`config.mk`:
```
export PLATFORM = sky130hd
export DESIGN_NAME = rom_port_arbiter
export DESIGN_NICKNAME = d
export VERILOG_FILES = /design/src/rtl/rom_arb_pkg.sv /design/src/rtl/rom_tag_pipe.sv /design/src/rtl/rom_port_arbiter.sv
export SDC_FILE = /design/constraint.sdc
export NUM_CORES = 1
export LEC_CHECK = 0
export CORE_ASPECT_RATIO = 1.75
export CORE_MARGIN = 8
export CORE_UTILIZATION = 35
export CTS_CLUSTER_DIAMETER = 200
export DETAILED_ROUTE_END_ITERATION = 10
export HOLD_SLACK_MARGIN = 0.06
export PLACE_DENSITY = 0.72
export SETUP_SLACK_MARGIN = 0.02
export SLEW_MARGIN = 5
export SYNTH_ARGS = -nofsm -noshare
export SYNTH_HDL_FRONTEND = slang
export SYNTH_SLANG_ARGS = --single-unit
```
`constraint.sdc`:
```
create_clock -name clk -period 1.45 [get_ports clk]
set_clock_uncertainty 0.05 [all_clocks]
set_input_delay 0.2175 -clock clk [delete_from_list [all_inputs] [get_ports clk]]
set_output_delay 0.2175 -clock clk [all_outputs]
set_load 0.01 [all_outputs]
```
`src/rtl/rom_arb_pkg.sv`:
```
// rtl/rom_arb_pkg.sv - shared types and defaults for the image ROM port arbiter
package rom_arb_pkg;

  typedef enum logic [1:0] {
    TAG_NONE = 2'd0,
    TAG_VGA  = 2'd1,
    TAG_HOST = 2'd2
  } tag_t;

  typedef enum logic {
    IDLE = 1'b0,
    WAIT = 1'b1
  } host_state_t;

  localparam int DEF_ADDR_W = 16;
  localparam int DEF_DATA_W = 24;

endpackage

```
`src/rtl/rom_tag_pipe.sv`:
```
// rtl/rom_tag_pipe.sv - requester tag delay line aligned with ROM read latency
module rom_tag_pipe
  import rom_arb_pkg::*;
#(
  parameter int RD_LATENCY = 1
) (
  input  logic clk,
  input  logic rst,
  input  tag_t tag_in,
  output tag_t tag_out
);

  tag_t stages [RD_LATENCY];

  always_ff @(posedge clk) begin
    if (!rst) begin
      for (int i = 0; i < RD_LATENCY; i++) stages[i] <= TAG_NONE;
    end else begin
      stages[0] <= tag_in;
      for (int i = 1; i < RD_LATENCY; i++) stages[i] <= stages[i-1];
    end
  end

  assign tag_out = stages[RD_LATENCY-1];

endmodule

```
`src/rtl/rom_port_arbiter.sv`:
```
// rtl/rom_port_arbiter.sv - shares the image ROM between the VGA scan path and a host read port
module rom_port_arbiter
  import rom_arb_pkg::*;
#(
  parameter int ADDR_W       = DEF_ADDR_W,
  parameter int DATA_W       = DEF_DATA_W,
  parameter int RD_LATENCY   = 1,
  parameter int STARVE_LIMIT = 1024
) (
  input  logic              clk,
  input  logic              rst,
  input  logic              vga_req,
  input  logic [ADDR_W-1:0] vga_addr,
  output logic [DATA_W-1:0] vga_pixel,
  output logic              vga_pixel_valid,
  input  logic              host_req,
  input  logic [ADDR_W-1:0] host_addr,
  output logic              host_ack,
  output logic [DATA_W-1:0] host_rdata,
  output logic              host_rvalid,
  output logic              host_starved,
  input  logic              clr_starved,
  output logic [ADDR_W-1:0] rom_address,
  input  logic [DATA_W-1:0] rom_q
);

  localparam int              CNT_W   = $clog2(STARVE_LIMIT + 1);
  localparam logic [CNT_W-1:0] CNT_MAX = CNT_W'(STARVE_LIMIT);

  host_state_t       state;
  tag_t              grant_tag;
  tag_t              out_tag;
  logic [ADDR_W-1:0] addr_q;
  logic [CNT_W-1:0]  wait_cnt;

  // Scan path always wins; the host only gets idle cycles, one read at a time.
  always_comb begin
    rom_address = addr_q;
    grant_tag   = TAG_NONE;
    host_ack    = 1'b0;
    if (!rst) begin
      rom_address = '0;
    end else if (vga_req) begin
      rom_address = vga_addr;
      grant_tag   = TAG_VGA;
    end else if (state == IDLE && host_req) begin
      rom_address = host_addr;
      grant_tag   = TAG_HOST;
      host_ack    = 1'b1;
    end
  end

  rom_tag_pipe #(
    .RD_LATENCY(RD_LATENCY)
  ) u_tag_pipe (
    .clk    (clk),
    .rst    (rst),
    .tag_in (grant_tag),
    .tag_out(out_tag)
  );

  assign vga_pixel_valid = (out_tag == TAG_VGA);
  assign vga_pixel       = vga_pixel_valid ? rom_q : '0;

  always_ff @(posedge clk) begin
    if (!rst) begin
      state        <= IDLE;
      addr_q       <= '0;
      host_rdata   <= '0;
      host_rvalid  <= 1'b0;
      host_starved <= 1'b0;
      wait_cnt     <= '0;
    end else begin
      addr_q      <= rom_address;
      host_rvalid <= (out_tag == TAG_HOST);
      if (out_tag == TAG_HOST) host_rdata <= rom_q;

      case (state)
        IDLE: if (host_ack) state <= WAIT;
        WAIT: if (host_rvalid) state <= IDLE;
      endcase

      if (!host_req || host_ack) begin
        wait_cnt <= '0;
      end else if (state == IDLE && wait_cnt != CNT_MAX) begin
        wait_cnt <= wait_cnt + CNT_W'(1);
      end

      // A pending starvation set overrides a same-cycle clear.
      if (wait_cnt == CNT_MAX) begin
        host_starved <= 1'b1;
      end else if (clr_starved) begin
        host_starved <= 1'b0;
      end
    end
  end

endmodule

```
# Word-level counts from Yosys, hierarchy flattened
# Memory sizes are Yosys's and may differ from the RTL's.
# Cells that the tools add are included.
[word_totals] inputBits=61 romBits=0 register_bits=54 ram_bits=2 n_memories=1 latch_bits=0
[op_classes] reduce_logical=7 n_addsub=1 n_bitwise=2 n_mux=19 div=0 mul=0 n_shift=0 eq_ne=4 order_cmp=0
[mem_list] name="u_tag_pipe.stages" depth=1 width=2 rd=1 rd_clocked_by_memory_dff=0 write_ports=1 line_no="rom_tag_pipe.sv:13" rtl="tag_t stages [RD_LATENCY];"
[ops] cell="two-way mux 16 bit" n=3
[ops] cell="two-way mux 24 bit" n=1
[ops] cell="adder 11 x 1 -> 11 bit (second input constant)" n=1
[ops] cell="equality test 11 bit (second input constant)" n=1
[ops] cell="!= test 11 bit (second input constant)" n=1
[ops] cell="two-way mux 1 bit" n=10
[ops] cell="two-way mux 2 bit" n=4
[ops] cell="OR reduction 2 bit" n=2
[ops] cell="equality test 2 x 1 -> 1 bit (second input constant)" n=1
[ops] cell="equality test 2 bit (second input constant)" n=1
[ops] cell="logical AND 1 bit" n=2
[ops] cell="inverter 1 bit" n=2
[ops] cell="one-hot mux 1 bit (2 select lines)" n=1
[ops] cell="nonzero test 2 bit" n=1
[ops] cell="logical NOT 1 bit" n=1
[ops] cell="logical OR 1 bit" n=1

# Depth between registers and ports, before layout
[depth] ltp_word=7 mapped_depth=5 depth_no_buf=5

# Modules after synthesis
# A second synthesis with hierarchy kept.
[hier_totals] cells_unflattened=301 area_unflattened_um2=2565.0
[by_module_without_submodules] module="rom_port_arbiter" cells_each=297 area_each_um2=2512.4 n_inst=1 seq_area_each_um2=1081.0
[by_module_without_submodules] module="rom_tag_pipe" cells_each=4 area_each_um2=52.6 n_inst=1 seq_area_each_um2=40.0

# Worst setup path before layout
# No wires, ideal clock.
[synth_path] path_kind="flip-flop to output port" from="register state" to="output rom_address[10]" required_time_ps=1183 arrival_time_ps=1255 slack_ps=-73 stages_incl_launch_ff=6 n_path_buf=2 cell_sequence="dfxtp_1 > nand2b_1 > buf_6 > buf_6 > mux2_4 > o211a_1"
[synth_via] elab_chain_len=5
[synth_lines] item="start, declared" line_no="rom_port_arbiter.sv:30" rtl="host_state_t state;"
[synth_lines] item="start signal, assigned" line_no="rom_port_arbiter.sv:67" rtl="state <= IDLE;"
[synth_lines] item="start signal, assigned" line_no="rom_port_arbiter.sv:79" rtl="IDLE: if (host_ack) state <= WAIT;"
[synth_lines] item="start signal, assigned" line_no="rom_port_arbiter.sv:80" rtl="WAIT: if (host_rvalid) state <= IDLE;"
[synth_lines] item="inverter 1 bit"
[synth_lines] item="logical AND 1 bit" line_no="rom_port_arbiter.sv:46" rtl="end else if (state == IDLE && host_req) begin"
[synth_lines] item="two-way mux 16 bit" line_no="rom_port_arbiter.sv:46"
[synth_lines] item="two-way mux 16 bit" line_no="rom_port_arbiter.sv:43" rtl="end else if (vga_req) begin"
[synth_lines] item="two-way mux 16 bit" line_no="rom_port_arbiter.sv:41" rtl="if (!rst) begin"
[synth_lines] item="end, declared" line_no="rom_port_arbiter.sv:23" rtl="output logic [ADDR_W-1:0] rom_address,"
# Every way passes these cells.

# Worst setup path after layout
[layout_path] from="register state" to="output rom_address[12]"
# The elaborated chain is that of the path after synthesis.

==> summary by stage <==
STA
The number of hold violations in the final report is 0. The total negative setup slack is -12.02 ns. Derived from the worst setup path, the maximum achievable clock frequency is 525 MHz. The final count of pins violating max slew is 0. After layout, the worst setup slack is -0.456 ns. The setup violation total in the final timing report is 47. The worst max-slew margin expressed relative to the limit is 58.5%. At the pin with the least slew margin, the transition time is 0.620 ns. The final critical-path required period is 1.91 ns. Setup repair after global routing could not meet its margin everywhere. The final cycle utilization of the critical path is 131%.

GRT
The total global routing track utilization is 17.5%. The wire length of the first global-routing pass is 16.3 mm. The global-route congestion overflow total is 0. The number of antenna violations at the first check in global routing is 0. Entering global routing, the biggest net connects 27 pins. The via count of the first global-routing pass is 3214.

Min path
The class of the tightest hold or removal check is input pin to register. The worst hold path was traced through 3 stages. The end of the worst hold path is addr_q[4]. The start point of the worst min-delay path is rst.

Detailed routing
For this run, design rule violations remaining after detail routing come to 0. In this run the remaining antenna-violating nets after routing total 0. In the final routed layout, each cell accounts on average for 17.3 um. The total via count in the routed design is 3046. The number of DRC violations after detailed-routing iteration 0 is 99. Using the TritonRoute via totals, the vias-per-cell ratio works out to 5.05.

The final layout contains routed wiring with a total length of 10.4 mm. Before antenna repair, the detailed router went through 4 iterations.

CTS
TritonCTS built the clock tree. Clock tree synthesis inserted a total of 5 buffers. CTS saw 56 sinks. After clock tree synthesis, the clock-pin slew on the worst setup and hold paths is 0.07 ns. Counting along the longest clock path gives a buffer depth of 2. The root buffer selected by CTS is clkbuf_16. After clock tree synthesis, the flow added hold-fix buffers numbering 0. For the worst-skew pair, the clock arrives at the later sink with an insertion delay of 0.29 ns. The H-tree depth is 2.

Critical path
The endpoint kind of the worst setup timing path is a primary output. The required time of the critical path is 1.18 ns. In this run the critical register-to-register path is captured at state. The highest-delay cell along the critical path is dfxtp_4. The source of the worst register-to-register timing path is state. The largest fanout on the critical path is 6.

The critical path is of the register to primary output type. At the worst endpoint, the arrival time is 1.64 ns. The minimum setup slack among reg-to-reg paths is -0.31 ns.

Traced cell by cell, the critical path runs through nand2b_4, buf_6, mux2_4, o211a_1, buf_2. The worst stage delay on the critical path is 0.37 ns. The launching element type of the critical path is a register. The number of cells on the worst reg-to-reg path is 10.

Logic synthesis
The cell accounting for the most synthesized area is dfxtp_1. For this run, the leading register cell type out of synthesis is dfxtp_1. After synthesis, the cell types taking the most area are dfxtp_1 39%, o211a_1 12%, nand2_1 7.4%, a21boi_0 6.6%, and2_1 5.9%. The sequential cell area fraction in the yosys report is 39.5%.

The synthesized design contains 56 register bits. Of the post-synthesis cell area, the dominant cell type holds 39.5%. The cell area after technology mapping is 2840 sq um. A synthesized cell averages 9.25 sq um. For this run, the number of Yosys warnings is 0. By count the netlist is led by 56 x dfxtp_1, 56 x nand2_1, 33 x o211a_1. After technology mapping, the gate count stands at 307.

In this run, synthesis inferred 0 flip-flops with an integrated enable. For this run, asynchronously set or reset flops after synthesis account for 0%. The post-synth net total is 370. The number of distinct library cells after synthesis is 37.

Run status
The checks that failed: negative setup slack. The flow ran to the end, but the final reports show violations.

Pwr
The total power divided by cell area is 739 nW/um^2. Summed over all cells, the static leakage comes to 2.59 nW. Overall power consumption after layout is estimated at 3.90 mW. IR analysis of the VDD net gives a maximum drop of 0.631 mV.

Floorplan
The die is 135 um tall. The die covers 11400 sq um. The number of standard-cell rows in the floorplan is 43.

The count of pins on the block boundary is 129. The initial standard-cell utilization of the core is 35.9%. In this run the horizontal extent of the chip is 84.1 um. The floorplan core area is 7910 sq um.

Placed design
The count of port buffers added during placement is 128. The wire-length estimate of the detail-placed layout is 6.99 mm. The count of placed standard cells including taps is 554. The last weighted congestion value of the routability-driven placer is 0.814. Before CTS, the worst setup slack after placement is -0.876 ns.

Layout
The net count of the finished layout is 575. The repair_antennas step left the layout with diodes totalling 0. For this run, the number of standard cells in the final layout without fillers is 603. Compared with the post-synthesis result, the final layout area differs by 85.8%. The share of cells above drive strength 1 is 40.0%. The post-layout utilization of the core is 66.7%.

Flow run
The max-capacitance violation count is 0.
cell usage in the layout (no fill, tap or decap), types with 2 or more instances in the layout:
cell type and instances:
buf_4 60, clkdlybuf4s50_1 57, buf_6 57, nand2_1 56
dfxtp_1 51, o211a_1 33, dlygate4sd2_1 27, a21boi_0 25
and2_4 24, nand2b_1 20, mux2_4 16, buf_2 13
clkbuf_16 5, nand2b_4 4, mux2i_1 4, buf_12 4
a21oi_1 3, and2_1 3, dfxtp_4 3, inv_1 2
nand4_1 2, nand3b_1 2, o31ai_1 2, a21oi_2 2
o21ai_0 2, nand3_1 2, or3_1 2, nor2_1 2
clkbuf_1 2, dfxtp_2 2
through the flow:
step | hold WS [ns] | instance area, sq um
3_3_place_gp | 0.384 | 4530
4_1_cts | 0.303 | 5000
2_1_floorplan | 0.312 | 2850
6_report | 0.325 | 5280
3_5_place_dp | 0.390 | 4530
5_1_grt | 0.329 | 5280
kinds of logic after synthesis:
logic type,Yosys count,synth area share [%]
and+or+nand+nor,129,24.4
AOI/OAI and AO/OA,73,21.4
DFF,56,39.5
buffers and inverters,26,4.71
muxes,20,8.81
adders and majority gates,2,0.881
xor gates and xnor gates,1,0.308
state kept, by name, summed over array words and instances, names as in the netlist:
signal / count
host_starved: 1
addr_q: 16
host_rdata: 24
host_rvalid: 1
state: 1
wait_cnt: 11
u_tag_pipe.stages: 2
what timing repair did:
action | in CTS | in global routing
resized for setup | 273 | 52
endpoints found under the setup margin | 75 | 51
gates cloned | 4 | 0
buffers inserted | 29 | 14
pin swaps | 16 | 7
endpoints found under the hold margin | 0 | 0
routing by layer:
| layer | vias to the layer above | share of wire [%] | track usage [%] |
|---|---|---|---|
| met2 | 94 | 57 | 34.8 |
| met4 | 0 | 2.6 | 6.56 |
| met3 | 15 | 4.3 | 4.28 |
| li1 | 1480 | - | - |
| met5 | - | 0 | 0 |
| met1 | 1457 | 36 | 16.2 |
layout make-up:
class / instances / area [sq um]
inverters: 3 / 11.3
flip-flops and latches: 56 / 1130
multi-input cells: 227 / 1810
well taps: 90 / 113
fillers: 629 / 2630
clock buffers: 8 / 146
repair buffers: 219 / 2060
worst max path at each step:
stage | start | slack, ns | end | cells past startpoint
final | state | -0.46 | rom_address[12] | 5
after global routing | state | -0.50 | rom_address[12] | 5
after CTS | state | -0.47 | rom_address[11] | 5
after detailed placement | host_req | -0.88 | rom_address[15] | 5
after global placement | host_req | -0.86 | rom_address[0] | 5
after floorplan | state | -0.05 | rom_address[10] | 5
critical path: cells and delay by family (launching register included):
| kind | cells | cell delay, ns |
|---|---|---|
| flip-flops | 1 | 0.37 |
| buffers and inverters | 2 | 0.29 |
| multiplexers | 1 | 0.29 |
| AO/OA/AOI/OAI | 1 | 0.21 |
| AND/OR/NAND/NOR | 1 | 0.18 |
power by group:
part / internal, mW / leakage (nW) / switching [mW]
combinational: 0.668 / 2.05 / 0.386
clock: 0.691 / 0.0712 / 0.531
sequential: 1.60 / 0.460 / 0.0276
total: 2.96 / 2.59 / 0.944
Note: power is estimated with default switching activity, not from simulation.
